## src/rtl/mc_sequencer.sv

```systemverilog
// mc_sequencer: multicycle control FSM for the RISC-V datapath.
// Steps the shared ALU, memory port and architectural registers through each
// instruction and returns load-enables, mux selects and the memory write strobe.
// Optional feature macro: MC_ILLEGAL_TRAP_EN (illegal instructions halt the
// sequencer and raise a sticky 'illegal' flag; otherwise they behave as NOPs).
module mc_sequencer (
    input  logic       clk,
    input  logic       rst,
    input  logic [6:0] opcode,
    input  logic [2:0] funct3,
    input  logic       zero,
    input  logic       lt,
    output logic       pc_write,
    output logic       ir_write,
    output logic       mem_write,
    output logic       reg_write,
    output logic       adr_src,
    output logic [1:0] alu_src_a,
    output logic [1:0] alu_src_b,
    output logic [1:0] alu_op,
    output logic [1:0] result_src,
    output logic [2:0] imm_src,
    output logic       retire,
    output logic       illegal
);

    localparam logic [6:0] OP_LOAD   = 7'b0000011;
    localparam logic [6:0] OP_STORE  = 7'b0100011;
    localparam logic [6:0] OP_RTYPE  = 7'b0110011;
    localparam logic [6:0] OP_ITYPE  = 7'b0010011;
    localparam logic [6:0] OP_BRANCH = 7'b1100011;
    localparam logic [6:0] OP_JAL    = 7'b1101111;
    localparam logic [6:0] OP_JALR   = 7'b1100111;
    localparam logic [6:0] OP_LUI    = 7'b0110111;

    typedef enum logic [3:0] {
        S_FETCH,
        S_DECODE,
        S_MEM_ADR,
        S_MEM_READ,
        S_MEM_WB,
        S_MEM_WRITE,
        S_EXEC_R,
        S_EXEC_I,
        S_ALU_WB,
        S_BRANCH,
        S_JAL,
        S_JALR,
        S_JALR_PC,
        S_LUI
`ifdef MC_ILLEGAL_TRAP_EN
        , S_HALT
`endif
    } state_t;

    // Where DECODE goes for an undecodable instruction: trap or silent NOP.
`ifdef MC_ILLEGAL_TRAP_EN
    localparam state_t ILLEGAL_NEXT = S_HALT;
`else
    localparam state_t ILLEGAL_NEXT = S_FETCH;
`endif

    state_t state_q;
    state_t state_d;

    // Only beq/bne/blt/bge are supported; they all have funct3[1] clear.
    logic branch_ok;
    assign branch_ok = (funct3[1] == 1'b0);

    // State register; reset restarts the instruction stream at FETCH.
    always_ff @(posedge clk) begin
        if (rst) begin
            state_q <= S_FETCH;
        end else begin
            state_q <= state_d;
        end
    end

    // Next-state and Moore outputs; write enables are gated off while in reset.
    always_comb begin
        state_d    = state_q;
        pc_write   = 1'b0;
        ir_write   = 1'b0;
        mem_write  = 1'b0;
        reg_write  = 1'b0;
        adr_src    = 1'b0;
        alu_src_a  = 2'b00;
        alu_src_b  = 2'b00;
        alu_op     = 2'b00;
        result_src = 2'b00;
        retire     = 1'b0;
        illegal    = 1'b0;
        case (state_q)
            S_FETCH: begin
                ir_write   = 1'b1;
                pc_write   = 1'b1;
                alu_src_b  = 2'b10;
                result_src = 2'b10;
                state_d    = S_DECODE;
            end
            S_DECODE: begin
                alu_src_a = 2'b01;
                alu_src_b = 2'b01;
                case (opcode)
                    OP_LOAD, OP_STORE: state_d = S_MEM_ADR;
                    OP_RTYPE:          state_d = S_EXEC_R;
                    OP_ITYPE:          state_d = S_EXEC_I;
                    OP_BRANCH:         state_d = branch_ok ? S_BRANCH : ILLEGAL_NEXT;
                    OP_JAL:            state_d = S_JAL;
                    OP_JALR:           state_d = S_JALR;
                    OP_LUI:            state_d = S_LUI;
                    default:           state_d = ILLEGAL_NEXT;
                endcase
            end
            S_MEM_ADR: begin
                alu_src_a = 2'b10;
                alu_src_b = 2'b01;
                state_d   = (opcode == OP_STORE) ? S_MEM_WRITE : S_MEM_READ;
            end
            S_MEM_READ: begin
                adr_src = 1'b1;
                state_d = S_MEM_WB;
            end
            S_MEM_WB: begin
                result_src = 2'b01;
                reg_write  = 1'b1;
                retire     = 1'b1;
                state_d    = S_FETCH;
            end
            S_MEM_WRITE: begin
                adr_src   = 1'b1;
                mem_write = 1'b1;
                retire    = 1'b1;
                state_d   = S_FETCH;
            end
            S_EXEC_R: begin
                alu_src_a = 2'b10;
                alu_op    = 2'b10;
                state_d   = S_ALU_WB;
            end
            S_EXEC_I: begin
                alu_src_a = 2'b10;
                alu_src_b = 2'b01;
                alu_op    = 2'b10;
                state_d   = S_ALU_WB;
            end
            S_ALU_WB: begin
                reg_write = 1'b1;
                retire    = 1'b1;
                state_d   = S_FETCH;
            end
            S_BRANCH: begin
                alu_src_a = 2'b10;
                alu_op    = 2'b01;
                retire    = 1'b1;
                state_d   = S_FETCH;
                case (funct3)
                    3'b000:  pc_write = zero;
                    3'b001:  pc_write = ~zero;
                    3'b100:  pc_write = lt;
                    3'b101:  pc_write = ~lt;
                    default: pc_write = 1'b0;
                endcase
            end
            S_JAL: begin
                alu_src_a = 2'b01;
                alu_src_b = 2'b10;
                pc_write  = 1'b1;
                state_d   = S_ALU_WB;
            end
            S_JALR: begin
                alu_src_a = 2'b10;
                alu_src_b = 2'b01;
                state_d   = S_JALR_PC;
            end
            S_JALR_PC: begin
                alu_src_a = 2'b01;
                alu_src_b = 2'b10;
                pc_write  = 1'b1;
                state_d   = S_ALU_WB;
            end
            S_LUI: begin
                alu_src_a = 2'b11;
                alu_src_b = 2'b01;
                state_d   = S_ALU_WB;
            end
`ifdef MC_ILLEGAL_TRAP_EN
            S_HALT: begin
                illegal = 1'b1;
                state_d = S_HALT;
            end
`endif
            default: begin
                state_d = S_FETCH;
            end
        endcase
        if (rst) begin
            pc_write  = 1'b0;
            ir_write  = 1'b0;
            mem_write = 1'b0;
            reg_write = 1'b0;
        end
    end

    // Immediate format follows the opcode held in IR, independent of state.
    always_comb begin
        case (opcode)
            OP_STORE:  imm_src = 3'b001;
            OP_BRANCH: imm_src = 3'b010;
            OP_JAL:    imm_src = 3'b011;
            OP_LUI:    imm_src = 3'b100;
            default:   imm_src = 3'b000;
        endcase
    end

endmodule

```

## config.mk

```make
export PLATFORM = sky130hd
export DESIGN_NAME = mc_sequencer
export DESIGN_NICKNAME = d
export VERILOG_FILES = /design/src/rtl/mc_sequencer.sv
export SDC_FILE = /design/constraint.sdc
export NUM_CORES = 1
export LEC_CHECK = 0
export CAP_MARGIN = 20
export CORE_MARGIN = 4
export CORE_UTILIZATION = 44
export CTS_BUF_LIST = sky130_fd_sc_hd__clkbuf_2
export CTS_CLUSTER_SIZE = 8
export DETAILED_ROUTE_END_ITERATION = 10
export PLACE_DENSITY = 0.86
export SLEW_MARGIN = 20
export SYNTH_ARGS = -nofsm -noshare
export SYNTH_HDL_FRONTEND = slang
export SYNTH_SLANG_ARGS = --single-unit
```

## constraint.sdc

```tcl
create_clock -name clk -period 2.85 [get_ports clk]
set_input_delay 0.285 -clock clk [delete_from_list [all_inputs] [get_ports clk]]
set_output_delay 0.285 -clock clk [all_outputs]
set_load 0.02 [all_outputs]
```

; After elaboration in Yosys (flattened, before gate mapping)
; Cells that the tools add are included.
[word_totals]
regBits = 4
wordCells = 59
in_bits = 14
[classes]
eq_ne = 24
reduce_logical = 12
bitwise_logic = 2
muxes = 20
[ops]
columns = op, n
row1 = $pmux W4 S7, 1
row2 = $eq A4 B4 Y1 const B, 6
row3 = $pmux W4 S6, 1
row4 = $eq A7 B6 Y1 const B, 3
row5 = $eq A7 B7 Y1 const B, 3
row6 = $eq A4 B3 Y1 const B, 4
row7 = $reduce_or A5 Y1, 3
row8 = $pmux W2 S2, 3
row9 = $pmux W3 S4, 1
row10 = $mux W1, 9
row11 = $eq A4 B2 Y1 const B, 2
row12 = $reduce_or A2 Y1, 4
row13 = $eq A7 B2 Y1 const B, 1
row14 = $eq A7 B5 Y1 const B, 1
row15 = $eq A3 B3 Y1 const B, 2
row16 = $pmux W2 S3, 1
row17 = $reduce_or A3 Y1, 2
row18 = $eq A4 B1 Y1 const B, 1
row19 = $logic_not A4 Y1, 1
row20 = $mux W4, 1
row21 = $pmux W1 S4, 1
row22 = $reduce_or A4 Y1, 1
row23 = $eq A3 B1 Y1 const B, 1
row24 = $logic_not A3 Y1, 1
row25 = 3 further kinds, 4

; Depth between registers and ports, before layout
; Gate-level depths: netlist of run 1.
[depth]
ltp_word = 4
mapped_depth = 5
depth_no_buf = 4

; Worst setup path before layout of run 1
; Ideal clock, no wire load.
[synth_path]
path_type = reg-to-output
startpoint = register state_q[2]
endpoint = output port pc_write
arrival_ns = 1.343
path_buffers = 0
setup_slack_ns = 1.222
stages_incl_launch_ff = 5
required_time_ns = 2.565
path_cell_list = dfxtp_1 > nand2b_1 > nor2_1 > nand3b_1 > a21oi_1
[synth_via]
elab_chain_cells = 4
word_cells_on_any_way = 7
[synth_rtl]
columns = element, line_no
row1 = start: declaration, 63  ; state_t state_q;
row2 = start signal: assignment, 75  ; state_q <= state_d;
row3 = $eq A4 B4 Y1 or $logic_not A4 Y1 (tied branches), 93  ; case (state_q)
row4 = $reduce_or A3 Y1 (no source line), -
row5 = $pmux W1 S2 (*), 93
row6 = $mux W1 (*), 197  ; if (rst) begin
row7 = end: declaration, 13  ; output logic pc_write,
; Every way passes the cells marked *; elsewhere a longest branch is shown, timed or not.

; Final worst setup path of run 1
[layout_path]
startpoint = register state_q[3]
endpoint = output port pc_write
; Same word-level chain as after synthesis.

==> summary.md, run 1 <==
| Metric | Value |
|---|---|
| Mapped Area | 651 um^2 |
| Reg with most FFs | state_q |
| Slew Limit Headroom | 66.1% |
| Synth area leader | dfxtp_1 |
| Yosys top cell area share | between 10% and 20% |
| Synth-to-Final Area Change | 44.6% |
| Via-to-Cell Ratio | 5.84 |
| Clk root buf | clkbuf_2 |
| Post-DP HPWL | 1.41 mm |
| Sequential share of power | 28.4% |
| Synthesized instance count | 94 |
| Final instance area | 941 um^2 |
| Top FF cell, synth | dfxtp_1 |
| First-pass GRT wire length | ~2.9 mm |
| H-tree Lvls | 1 |
| Fin crit share | 86.8% |
| Post-CTS Setup Inserts | 0 |
| Reg2reg path depth | 3 |
| Clk_skew | roughly 0.008 ns |
| Setup tns final | 0 ns |
| Outcome | finished clean |
| Yosys reg bits | 4 |
| Largest cells by area after synthesis | dfxtp_1 12%, xnor2_1 6.7%, nor3_1 6.2% |
| Setup CP Type | reg2out |
| DRC errors left | 0 |
| Power Internal | 0.000143 W |
| Syn_area_per_cell | 6.92 um^2 |
| Grt ovf | 0 |
| Critical path startpoint category | register |
| All-Layer GR Usage | 19.0% |
| DR WL/cell | 13.4 um |
| Core Area | 1350 um^2 |
| Largest net degree at the start of global routing | 16 |
| Syn nets | 108 |
| Post-CTS resize count | 0 |
| Num CTS Buffers | 3 |
| Worst Path Required | 2.57 ns |
| IR Drop Worst-Case VDD | 0.193 mV |
| Clock Pin Slew Worst Setup and Hold Paths | roughly 0.050 ns |
| Cells on Worst Hold Path | 3 |
| Max reg flops | 4 |
| Final hold slack | 0.739 ns |
| Worst Setup End Kind | output port |
| Hold_buf cts | 0 |
| Post-synthesis async set-or-reset flop share | 0% |
| P_leak | 0.335 nW |
| Gpl congestion | 0.872 |
| DR iter-0 viols | 19 |
| Die Height | 46.5 um |
| First-pass iteration count of the detailed router | 4 |
| Placed cell area | a little over 900 um^2 |
| I/O pins | 32 |
| Port bufs | 30 |
| Placed instance count | ~130 |
| Vias in the first global route | 652 |
| Max-slew violations | 0 |
| Max cap viols | 0 |
| Seq/Total Area, Yosys | 12.3% |
| Initial Utilization | between 40% and 50% |
| CTS tree | yes |
| Crit-path max FO | 14 |
| Non-Filler Instances | roughly 140 |
| Inserted Diodes | 0 |
| DIE WIDTH | 46.5 um |
| Slew @ Worst Pin | 0.507 ns |
| Clock power frac | 23.2% |
| RSZ-0062 raised after global routing | false |
| Worst-skew pair later-pin latency | roughly 0.22 ns |
| Comb pwr share | between 40 and 50% |
| Switching pwr | approximately 0.000085 W |
| Crit path DAT | 2.19 ns |
| Netlist cell types | 37 |
| Post-route ant nets | 0 |
| Nets | 136 |
| Clk buf depth | 2 |
| Final min period | 2.47 ns |
| Hold/Removal Path Class | reg2reg |
| Antenna violations before repair | 0 |
| Post-synth EDFFs | 0 |
| Largest regs | state_q (4) |
| Layout cells sized above 1 | 9.17% |
| Final Hold Viols | 0 |
| Total number of clock tree sinks | 4 |
| Yosys warnings | 0 |
| Fmax | between 0.4 and 0.5 GHz |
| Vias | approximately 790 |
| Site row count | 13 |
| Drt total wl | 1.81 mm |
| Net Sw Frac | between 30% and 40% |
| Final Core Density | 69.7% |
| Die area | 2160 um^2 |
| Pwr dens | 242 nW/um^2 |
| Finish-stage setup viols | 0 |
-- Yosys cell counts, types with 2 or more instances --
cell,number
a21boi_1,2
a21o_1,2
a21oi_1,2
a31oi_1,3
and3_1,2
buf_2,5
buf_4,3
dfxtp_1,4
inv_1,5
nand2_1,5
nand2b_1,4
nand3_1,4
nor2_1,10
nor2b_1,2
nor3_1,8
nor4_1,3
o21ai_0,2
o21ai_1,2
o22ai_1,2
or3_1,3
xnor2_1,5
-- layout make-up --
cell class | count | area, um^2
fillers | 122 | 409
well taps | 15 | 18.8
inverters | 5 | 18.8
flip-flops and latches | 4 | 80.1
multi-input cells | 76 | 493
clock buffers | 3 | 15.0
repair buffers | 32 | 315
-- worst max-delay path, cell delays in order (launching register included) --
cell	delay, ns
dfxtp_1	0.59
nand2b_1	0.18
or2_0	0.24
a21o_1	0.20
a21oi_1	0.13
clkdlybuf4s50_1	0.63
-- layer usage --
layer | vias to the layer above | global-route usage, % | wire length, um | share of wire (%)
li1 | 391 | - | - | -
met1 | 346 | 23.9 | 713 | 39
met2 | 49 | 30.8 | 885 | 49
met3 | 2 | 6.25 | 199 | 11
met4 | 0 | 4.55 | 10 | 0.55
met5 | - | 0 | 0 | 0
-- final timing paths --
check	from	end	slack, ns
min	state_q[1]	state_q[2]	0.74
max reg2reg	state_q[2]	state_q[3]	1.36
max	state_q[3]	pc_write	0.38
min reg2reg	state_q[1]	state_q[2]	0.74
-- power groups by stage --
stage | Sequential [W] | Combinational (W) | Clock, W
after floorplan | 0.0000614 | 0.0000692 | 0
after global placement | 0.0000655 | 0.000108 | 0
after detailed placement | 0.0000657 | 0.000110 | 0
after CTS | 0.0000648 | 0.000110 | 0.0000545
after global routing | 0.0000654 | 0.000119 | 0.0000604
final | 0.0000648 | 0.000110 | 0.0000529
-- through the flow --
step / total power [W] / setup slack, ns
2_1_floorplan: 0.000131 / 1.22
3_3_place_gp: 0.000174 / 0.446
3_5_place_dp: 0.000176 / 0.398
4_1_cts: 0.000230 / 0.368
5_1_grt: 0.000245 / 0.200
6_report: 0.000228 / 0.377
-- layout by cell type, fill, tap and decap left out, types with 2 or more instances in the layout --
cell,count
clkdlybuf4s50_1,30
o21ai_1,2
nand2_1,5
inv_1,5
buf_4,2
nor3_1,8
nor2_1,10
clkbuf_2,3
a21o_1,2
nor2b_1,2
dfxtp_1,4
xnor2_1,5
a21oi_1,2
nand3_1,4
and3_1,2
o22ai_1,2
o21ai_0,2
nand2b_1,4
a21boi_1,2
or3_1,3
nor4_1,3
a31oi_1,3
-- logic make-up after synthesis --
kind of cell	synth area share, %
DFF	12.3
muxes	3.27
xor gates and xnor gates	9.23
other	0.576
AOI/OAI and AO/OA	24.0
buffers and inverters	11.9
and+or+nand+nor	38.7
No activity file was read; power rests on OpenSTA's default activity.
==> run 2: changes to the inputs <==
- RECOVER_POWER: not set -> 100
==> run 2 against run 1 <==
Net effect: critical path depth unchanged; fmax shrank 3.3%; worst hold slack got worse by 0.012 ns; non-clock buffer count is the same; clock power fell by 1%; flip-flop and latch count stayed put; final cell count unchanged; sequential share of layout area up 0.13 points; die area did not move; register-to-register slack lost 0.17 ns; utilization shrank 1.0 points; highest routed layer unchanged.
==> summary.md, run 2 (synthesis gave the netlist of run 1 again) <==
| Metric | Value |
|---|---|
| I/O pins | 32 (unchanged) |
| Final hold slack | 0.727 ns (-0.0120 ns) |
| WL met3 | 178 um (-11%) |
| Most frequent cells in the layout | 17 x dlygate4sd3_1, 13 x clkdlybuf4s50_1, 10 x nor2_1, 8 x nor3_1, 6 x xnor2_1 |
| Setup WS post-layout | 0.292 ns (-0.0843 ns) |
| Clock Pin Slew Worst Setup and Hold Paths | 0.04 ns (about the same) |
| Max cap viols | 0 (unchanged) |
| Critical path startpoint category | input port |
| Hold_buf cts | 0 (unchanged) |
| Post-route ant nets | 0 (unchanged) |
| Net Sw Frac | 37.4% (+0.22 points) |
| Worst-skew pair later-pin latency | 0.21 ns (about the same) |
| Most common cell after layout, fill and taps aside | dlygate4sd3_1 |
| Top routing layer used | met4 |
| Max reg flops | 4 (unchanged) |
| Slew Limit Headroom | 63.4% (-2.8 points) |
| First-pass GRT wire length | 2.94 mm (unchanged) |
| Site row count | 13 (unchanged) |
| DR WL/cell | 13.4 um (about the same) |
| Clk root buf | clkbuf_2 |
| DIE WIDTH | 46.5 um (unchanged) |
| Max-slew violations | 0 (unchanged) |
| Port bufs | 30 (unchanged) |
| Worst Path Required | 2.57 ns (about the same) |
| Comb pwr share | 47.2% (-1.2 points) |
| Post-CTS Setup Inserts | 0 (unchanged) |
| Vias in the first global route | 652 (unchanged) |
| R2R setup slack | 1.19 ns (-0.17 ns) |
| Die area | 2160 um^2 (unchanged) |
| Switching pwr | 0.0000830 W (-2.1%) |
| Nets | 136 (unchanged) |
| Antenna violations before repair | 0 (unchanged) |
| Vias | 778 (-1.3%) |
| Layout cells sized above 1 | 7.50% (-1.7 points) |
| All-Layer GR Usage | 19.0% (unchanged) |
| Die Height | 46.5 um (unchanged) |
| Crit path from | opcode[5] |
| Final min period | 2.56 ns (+0.0843 ns) |
| Finish-stage setup viols | 0 (unchanged) |
| Worst Setup End Kind | output port |
| Power Internal | 0.000139 W (-3.0%) |
| P_leak | 0.372 nW (+11%) |
| Setup crit end | imm_src[1] |
| Sequential share of power | 29.2% (+0.8 points) |
| Core Area | 1350 um^2 (unchanged) |
| Synth-to-Final Area Change | 42.5% |
| DRC errors left | 0 (unchanged) |
| Fmax | 0.391 GHz (-3.3%) |
| Total number of clock tree sinks | 4 (unchanged) |
| Initial Utilization | 48.2% (unchanged) |
| Gpl congestion | 0.872 (unchanged) |
| Clock power frac | 23.5% (+0.3 points) |
| Largest regs | state_q (4) |
| Worst slack, placed | 0.398 ns (unchanged) |
| WL met1 | 743 um (+4.2%) |
| Met2 routed wirelength | 877 um (-0.90%) |
| Clk_skew | 0.00856 ns (+0.000542 ns) |
| First-pass iteration count of the detailed router | 5 (+1) |
| Reg2reg path depth | 3 (unchanged) |
| Setup CP Type | in2out |
| Reg with most FFs | state_q |
| Crit path DAT | 2.27 ns (+0.08 ns) |
| DR iter-0 viols | 28 (+9) |
| Num CTS Buffers | 3 (unchanged) |
| Grt ovf | 0 (unchanged) |
| Setup tns final | 0 ns (unchanged) |
| Capturing point of the worst reg2reg path | state_q[3] |
| IR Drop Worst-Case VDD | 0.192 mV (-0.20%) |
| Via-to-Cell Ratio | 5.76 (-1.3%) |
| Post-CTS resize count | 0 (unchanged) |
| H-tree Lvls | 1 (unchanged) |
| Pwr dens | 239 nW/um^2 (-1.2%) |
| Crit-path max FO | 6 (-8) |
| Hold/Removal Path Class | reg2reg |
| Post-DP HPWL | 1.41 mm (unchanged) |
| Clk buf depth | 2 (unchanged) |
| Fin crit share | 89.7% (+3.0 points) |
| CTS tree | yes |
| Largest net degree at the start of global routing | 16 (unchanged) |
| RSZ-0062 raised after global routing | false |
| Outcome | finished clean |
| Critical R2R Launch | state_q[2] |
| Drt total wl | 1.81 mm (about the same) |
| Inserted Diodes | 0 (unchanged) |
| Final Hold Viols | 0 (unchanged) |
| Slew @ Worst Pin | 0.536 ns (+0.0285 ns) |
run 2: changes by cell type in the layout (fill, tap and decap cells not counted):
cell,change
a2111oi_0,+1
a2111oi_2,-1
clkdlybuf4s50_1,-17
dlygate4sd3_1,+17
xnor2_1,+1
xnor2_2,-1
run 2: layer usage:
layer | GRT usage [%] | vias to the layer above
met5 | 0 | -
met4 | 4.55 | 0
met3 | 6.25 | 2
met2 | 30.8 | 39
met1 | 23.9 | 344
li1 | - | 393
run 2: power groups by stage:
stage               sequential (W)   clock, W  combinational, W
finish                   0.0000648  0.0000523          0.000105
global route             0.0000654  0.0000604          0.000114
CTS                      0.0000648  0.0000545          0.000110
detailed placement       0.0000657          0          0.000110
global placement         0.0000655          0          0.000108
floorplan                0.0000614          0         0.0000692
run 2: worst min path at each step:
stage / cells after the start / to / slack [ns] / startpoint
floorplan: 1 / state_q[3] / 0.37 / rst
global placement: 3 / state_q[2] / 0.70 / state_q[1]
detailed placement: 3 / state_q[2] / 0.71 / state_q[1]
CTS: 3 / state_q[2] / 0.72 / state_q[1]
global route: 2 / state_q[3] / 0.77 / rst
finish: 3 / state_q[2] / 0.73 / state_q[1]
run 2: stage by stage:
| stage | total power (W) | utilization, % | std cells | cell area, um^2 |
|---|---|---|---|---|
| 6_report | 0.000222 | 68.7 | 135 | 927 |
| 5_1_grt | 0.000240 | 68.7 | 135 | 927 |
| 4_1_cts | 0.000230 | 69.7 | 135 | 941 |
| 3_5_place_dp | 0.000176 | 68.6 | 132 | 926 |
| 3_3_place_gp | 0.000174 | 68.6 | 132 | 926 |
| 2_1_floorplan | 0.000131 | - | 94 | 651 |
run 2: area by class of cell:
type / count / area [um^2]
clock buffers: 3 / 15.0
fillers: 125 / 423
inverters: 5 / 18.8
multi-input cells: 76 / 479
flip-flops and latches: 4 / 80.1
well taps: 15 / 18.8
repair buffers: 32 / 315
run 2: critical path, cell delays in order:
cell and delay (ns):
dlygate4sd3_1 0.63, inv_1 0.09, nor3_1 0.37, and3_1 0.22, dlygate4sd3_1 0.67
